File: config.mk
export PLATFORM = sky130hd
export DESIGN_NAME = result_requant_packer
export DESIGN_NICKNAME = d
export VERILOG_FILES = /design/src/rtl/result_requant_packer.sv
export SDC_FILE = /design/constraint.sdc
export NUM_CORES = 1
export LEC_CHECK = 0
export ABC_CLOCK_PERIOD_IN_PS = 3840
export CAP_MARGIN = 20
export CELL_PAD_IN_SITES_DETAIL_PLACEMENT = 1
export CELL_PAD_IN_SITES_GLOBAL_PLACEMENT = 2
export CORE_MARGIN = 2
export CORE_UTILIZATION = 31
export DETAILED_ROUTE_END_ITERATION = 10
export GPL_ROUTABILITY_DRIVEN = 0
export PLACE_DENSITY_LB_ADDON = 0.1
export SLEW_MARGIN = 10
export SYNTH_ARGS = -nofsm -noshare
export SYNTH_HDL_FRONTEND = slang
export SYNTH_SLANG_ARGS = --single-unit
File: constraint.sdc
create_clock -name ap_clk -period 3.84 [get_ports ap_clk]
set_input_delay 0.576 -clock ap_clk [delete_from_list [all_inputs] [get_ports ap_clk]]
set_output_delay 0.576 -clock ap_clk [all_outputs]
set_load 0.02 [all_outputs]
File: src/rtl/result_requant_packer.sv
// Requantizes a signed accumulator stream (round, shift, saturate) and packs
// PACK lanes per output word, with frame-end tlast and a 2-deep output FIFO.
module result_requant_packer #(
    parameter int ACC_WIDTH = 32,
    parameter int OUT_WIDTH = 8,
    parameter int PACK      = 4,
    parameter int SHIFT     = 8,
    parameter int FRAME_LEN = 128
) (
    input  logic                      ap_clk,
    input  logic                      ap_rst_n,
    input  logic [ACC_WIDTH-1:0]      s_axis_results_tdata,
    input  logic                      s_axis_results_tvalid,
    output logic                      s_axis_results_tready,
    output logic [OUT_WIDTH*PACK-1:0] m_axis_out_tdata,
    output logic                      m_axis_out_tvalid,
    input  logic                      m_axis_out_tready,
    output logic                      m_axis_out_tlast,
    output logic [15:0]               sat_count
);

    localparam int EXT      = ACC_WIDTH + 1;
    localparam int LW       = (PACK > 1) ? $clog2(PACK) : 1;
    localparam int BW       = (FRAME_LEN > 1) ? $clog2(FRAME_LEN) : 1;
    localparam int DW       = OUT_WIDTH * PACK;
    localparam int SHIFT_M1 = (SHIFT > 0) ? SHIFT - 1 : 0;

    localparam logic signed [EXT-1:0] BIAS  = (SHIFT > 0) ? (EXT'(1) << SHIFT_M1) : '0;
    localparam logic signed [EXT-1:0] MAX_V = {{(EXT-OUT_WIDTH+1){1'b0}}, {(OUT_WIDTH-1){1'b1}}};
    localparam logic signed [EXT-1:0] MIN_V = {{(EXT-OUT_WIDTH+1){1'b1}}, {(OUT_WIDTH-1){1'b0}}};

    // Handshake: a beat moves when valid & ready are both high at a rising
    // edge; valid never waits on ready, and output data/last hold while
    // valid is high until the beat moves.

    logic                        accept;
    logic                        push;
    logic                        pop;
    logic                        word_done;
    logic                        last_beat;

    logic signed [EXT-1:0]       x_ext;
    logic signed [EXT-1:0]       sum;
    logic signed [EXT-1:0]       shifted;
    logic                        clip_hi;
    logic                        clip_lo;
    logic [OUT_WIDTH-1:0]        lane_val;

    logic [LW-1:0]               lane_idx;
    logic [BW-1:0]               beat_cnt;
    logic [PACK-1:0][OUT_WIDTH-1:0] pack_reg;
    logic [PACK-1:0][OUT_WIDTH-1:0] word_next;

    logic [DW:0]                 fifo_mem [2];
    logic                        wr_ptr;
    logic                        rd_ptr;
    logic [1:0]                  fifo_count;

    assign s_axis_results_tready = (fifo_count < 2'd2);
    assign m_axis_out_tvalid     = (fifo_count != 2'd0);
    assign m_axis_out_tdata      = fifo_mem[rd_ptr][DW-1:0];
    assign m_axis_out_tlast      = fifo_mem[rd_ptr][DW];

    assign accept    = s_axis_results_tvalid & s_axis_results_tready;
    assign pop       = m_axis_out_tvalid & m_axis_out_tready;
    assign last_beat = (beat_cnt == BW'(FRAME_LEN - 1));
    assign word_done = (lane_idx == LW'(PACK - 1)) || last_beat;
    assign push      = accept & word_done;

    // One sign bit of headroom keeps the rounding add from overflowing.
    always_comb begin
        x_ext   = {s_axis_results_tdata[ACC_WIDTH-1], s_axis_results_tdata};
        sum     = x_ext + BIAS;
        shifted = sum >>> SHIFT;
        clip_hi = (shifted > MAX_V);
        clip_lo = (shifted < MIN_V);
        if (clip_hi) begin
            lane_val = MAX_V[OUT_WIDTH-1:0];
        end else if (clip_lo) begin
            lane_val = MIN_V[OUT_WIDTH-1:0];
        end else begin
            lane_val = shifted[OUT_WIDTH-1:0];
        end
    end

    // Completed word: earlier lanes from the pack register, the current lane
    // from this beat, and everything above it zero.
    always_comb begin
        word_next = '0;
        for (int i = 0; i < PACK; i++) begin
            if (i < int'(lane_idx)) begin
                word_next[i] = pack_reg[i];
            end else if (i == int'(lane_idx)) begin
                word_next[i] = lane_val;
            end else begin
                word_next[i] = '0;
            end
        end
    end

    always_ff @(posedge ap_clk) begin
        if (!ap_rst_n) begin
            lane_idx    <= '0;
            beat_cnt    <= '0;
            pack_reg    <= '0;
            sat_count   <= '0;
            wr_ptr      <= 1'b0;
            rd_ptr      <= 1'b0;
            fifo_count  <= 2'd0;
            fifo_mem[0] <= '0;
            fifo_mem[1] <= '0;
        end else begin
            if (accept) begin
                if ((clip_hi || clip_lo) && (sat_count != 16'hFFFF)) begin
                    sat_count <= sat_count + 16'd1;
                end
                if (word_done) begin
                    pack_reg <= '0;
                    lane_idx <= '0;
                end else begin
                    pack_reg[lane_idx] <= lane_val;
                    lane_idx           <= lane_idx + LW'(1);
                end
                beat_cnt <= last_beat ? '0 : beat_cnt + BW'(1);
            end

            if (push) begin
                fifo_mem[wr_ptr] <= {last_beat, word_next};
                wr_ptr           <= ~wr_ptr;
            end
            if (pop) begin
                rd_ptr <= ~rd_ptr;
            end

            case ({push, pop})
                2'b10:   fifo_count <= fifo_count + 2'd1;
                2'b01:   fifo_count <= fifo_count - 2'd1;
                default: fifo_count <= fifo_count;
            endcase
        end
    end

endmodule

==> impl_metrics.json <==
{
  "htreeDepth": 4,
  "numCtsBuffers": 17,
  "path_clk_slew_ps": 60,
  "synthCells": 652,
  "ys_ff_latch": 120,
  "status": "finished clean",
  "critPathKind": "in -> reg",
  "grt-ovfl-total": 0,
  "start_util_pct": 31.6,
  "die_x_um": 147,
  "slew_headroom_pct": 35.7,
  "use_met1_pct": 21.9,
  "via_count": 5434,
  "clockRootBuffer": "clkbuf_16",
  "postCtsSetupBuffers": 0,
  "async_reset_ff_share_pct": 0,
  "path_cells": "clkdlybuf4s50_1, ha_1, and4_1, nand3_1, o21ai_0, o2111ai_1, nand4b_1, nor3_2, nor4_1, buf_4, mux2i_1",
  "largest_reg_flops": 66,
  "max_slew.worst_pin.slew_ps": 959,
  "io_pins": 87,
  "setup_violations": 0,
  "syn_area_um2": 6370,
  "cp_num_buf_inv": 2,
  "critPathRequiredTime_ps": 4150,
  "r2r_cells": 11,
  "clockBufferDepth": 2,
  "port_buffers": 79,
  "yosysWarnings": 0,
  "fin_crit_ps": 3450,
  "powerDensity_nw_per_um2": 420,
  "synth.area.top_cells": "edfxtp_1 (31%), dfxtp_1 (17%), nand2_1 (6.0%), mux2_2 (6.0%), a32oi_1 (3.8%)",
  "leakage_nw": 3.09,
  "clkLatencyLatePin_ps": 420,
  "yosysTopAreaCell": "edfxtp_1",
  "first_iter_violations": 263,
  "rsz0062_at_grt": "no",
  "antenna_found_initial": 0,
  "hold_path.class": "reg -> reg",
  "fmax_ghz": 0.290,
  "cap_violations": 0,
  "use_met3_pct": 3.32,
  "min_path_cells": 2,
  "clock_skew_ps": 9.29,
  "total_power_w": 0.00349,
  "endpoint_kind": "flop",
  "coreArea_um2": 20200,
  "nets": 798,
  "syn_to_final_growth_pct": 30.4,
  "syn_nets": 696,
  "cp.arrival_ps": 3760,
  "hold_viol": 0,
  "grt_use_met2_pct": 32.2,
  "clkSinkCount": 120,
  "synth_area_per_cell_um2": 9.77,
  "synth_ff_type": "edfxtp_1",
  "seq_area_frac_synth_pct": 48.1,
  "synth_top_area_share_pct": 31.1,
  "cts_tree": "built",
  "cp_num_cells": 11,
  "grt_pass1_vias": 5805,
  "synthDistinctLibCells": 57,
  "dp_cells": 1005,
  "slowest_stage": "nor3_2",
  "rows": 52,
  "fin_setup_tns_ps": 0,
  "critPathLaunchType": "input pin",
  "cts_resized": 0,
  "grt_pass1_wl_um": 30600,
  "peakVddDrop_mv": 0.306,
  "drive_gt1_share_pct": 16.0,
  "critPathMaxFanout": 15,
  "min_period_over_period_pct": 89.8,
  "path_delay_family": "simple AND/OR/NAND/NOR gates",
  "multi_input_area_um2": 3140,
  "hpwl_um": 13400,
  "drt_pass1_iterations": 4,
  "dieHeight_um": 147,
  "grt.busiest_layer": "met2",
  "antenna_cells": 0,
  "postCtsHoldBufs": 0,
  "cp_slowest_stage_delay_ps": 820,
  "drv_slew": 0,
  "ff_latch_area_um2": 3060,
  "grt_max_degree": 46,
  "dieArea_um2": 21700,
  "fillers": 2305,
  "drc": 0,
  "routed_wl_um": 18800,
  "ant_nets": 0,
  "grtUsageTotal_pct": 18.1,
  "synth_edf_count": 66,
  "wl_per_cell_um": 18.2,
  "drt-vias-per-instance": 5.24,
  "final_cell_count_no_fill": 1037
}
-- placed cells by master, fill, tap and decap left out, types with 3 or more instances in the layout --
cell,n
mux2_2,34
mux2i_1,16
clkdlybuf4s50_1,78
or3_1,6
xor2_1,7
nor2_4,6
nor2_1,56
buf_4,39
dfxtp_1,54
nor4_1,10
edfxtp_1,66
and2_1,16
a21oi_1,7
clkbuf_16,17
o21ai_0,31
a22oi_1,4
nand4_1,22
a211oi_1,15
and3_1,9
a21o_1,4
nand3_1,16
nor2b_1,7
bufinv_16,5
xnor2_1,14
clkinv_2,6
nor3_1,13
inv_1,8
a21boi_0,3
or4_1,3
and4_1,5
ha_1,8
a32oi_1,28
nand2b_1,16
nand2_1,102
-- where the power goes --
part	leakage [nW]	switching, W	internal [W]
combinational	1.66	0.000200	0.000141
sequential	1.12	0.0000226	0.00140
clock	0.313	0.000582	0.00114
-- final timing paths --
path                            start                            end  slack, ps
min          pack_reg[0]$_SDFFE_PN0P_       pack_reg[0]$_SDFFE_PN0P_        460
max reg2reg  beat_cnt[0]$_SDFFE_PN0P_  fifo_mem[0][10]$_SDFFCE_PN0P_        960
min reg2reg  pack_reg[0]$_SDFFE_PN0P_       pack_reg[0]$_SDFFE_PN0P_        460
max           s_axis_results_tdata[8]      sat_count[0]$_SDFFE_PN0P_        390
-- cells by family after synthesis --
kind of cell	synth area share, %
simple gates	24.0
fa+ha+maj	1.57
flops	48.1
xor+xnor	2.89
compound gates	12.3
buf+inv	2.67
mux	8.52
-- through the flow --
stage	hold WS [ps]	worst slack, ps	utilization (%)	instance area [um^2]
floorplan	426	752	-	6370
global placement	437	-53.4	38.0	7670
detailed placement	447	-59.7	38.0	7670
CTS	461	369	41.2	8300
global route	495	103	41.2	8300
finish	458	392	41.2	8300
-- synth_stat cells (5+ instances only) --
library cell and number:
nor3_1 13, mux2_2 34, a32oi_1 28, nor2b_1 7, a21oi_1 7, nor4_1 10, nand4_1 22, ha_1 8
and2_1 16, nor2_1 56, nand2b_1 16, mux2i_1 16, nor2_4 6, inv_1 8, nand3_1 16, dfxtp_1 54
and3_1 9, a211oi_1 15, clkbuf_1 31, edfxtp_1 66, o21ai_0 32, nand2_1 102, or3_1 6, and4_1 5
xnor2_1 14, xor2_1 7
-- layout make-up --
class	instances	area share (%)
Multi-Input combinational cell	488	37.8
Sequential cell	120	36.9
Timing Repair Buffer	119	13.2
Clock buffer	18	5.17
Tap cell	270	4.07
Clock inverter	14	2.47
Inverter	8	0.362
-- worst min-delay path: cells and delay by family (launching register included) --
| kind | cells | cell delay (ps) |
|---|---|---|
| AO/OA/AOI/OAI | 1 | 60 |
| flip-flops | 1 | 320 |
| AND/OR/NAND/NOR | 1 | 50 |
-- metal layers --
layer,share of wire [%],wire (um)
met5,0,0
met4,1.7,324
met3,3.4,631
met2,51,9570
met1,44,8310
Note: power is estimated with default switching activity, not from simulation.
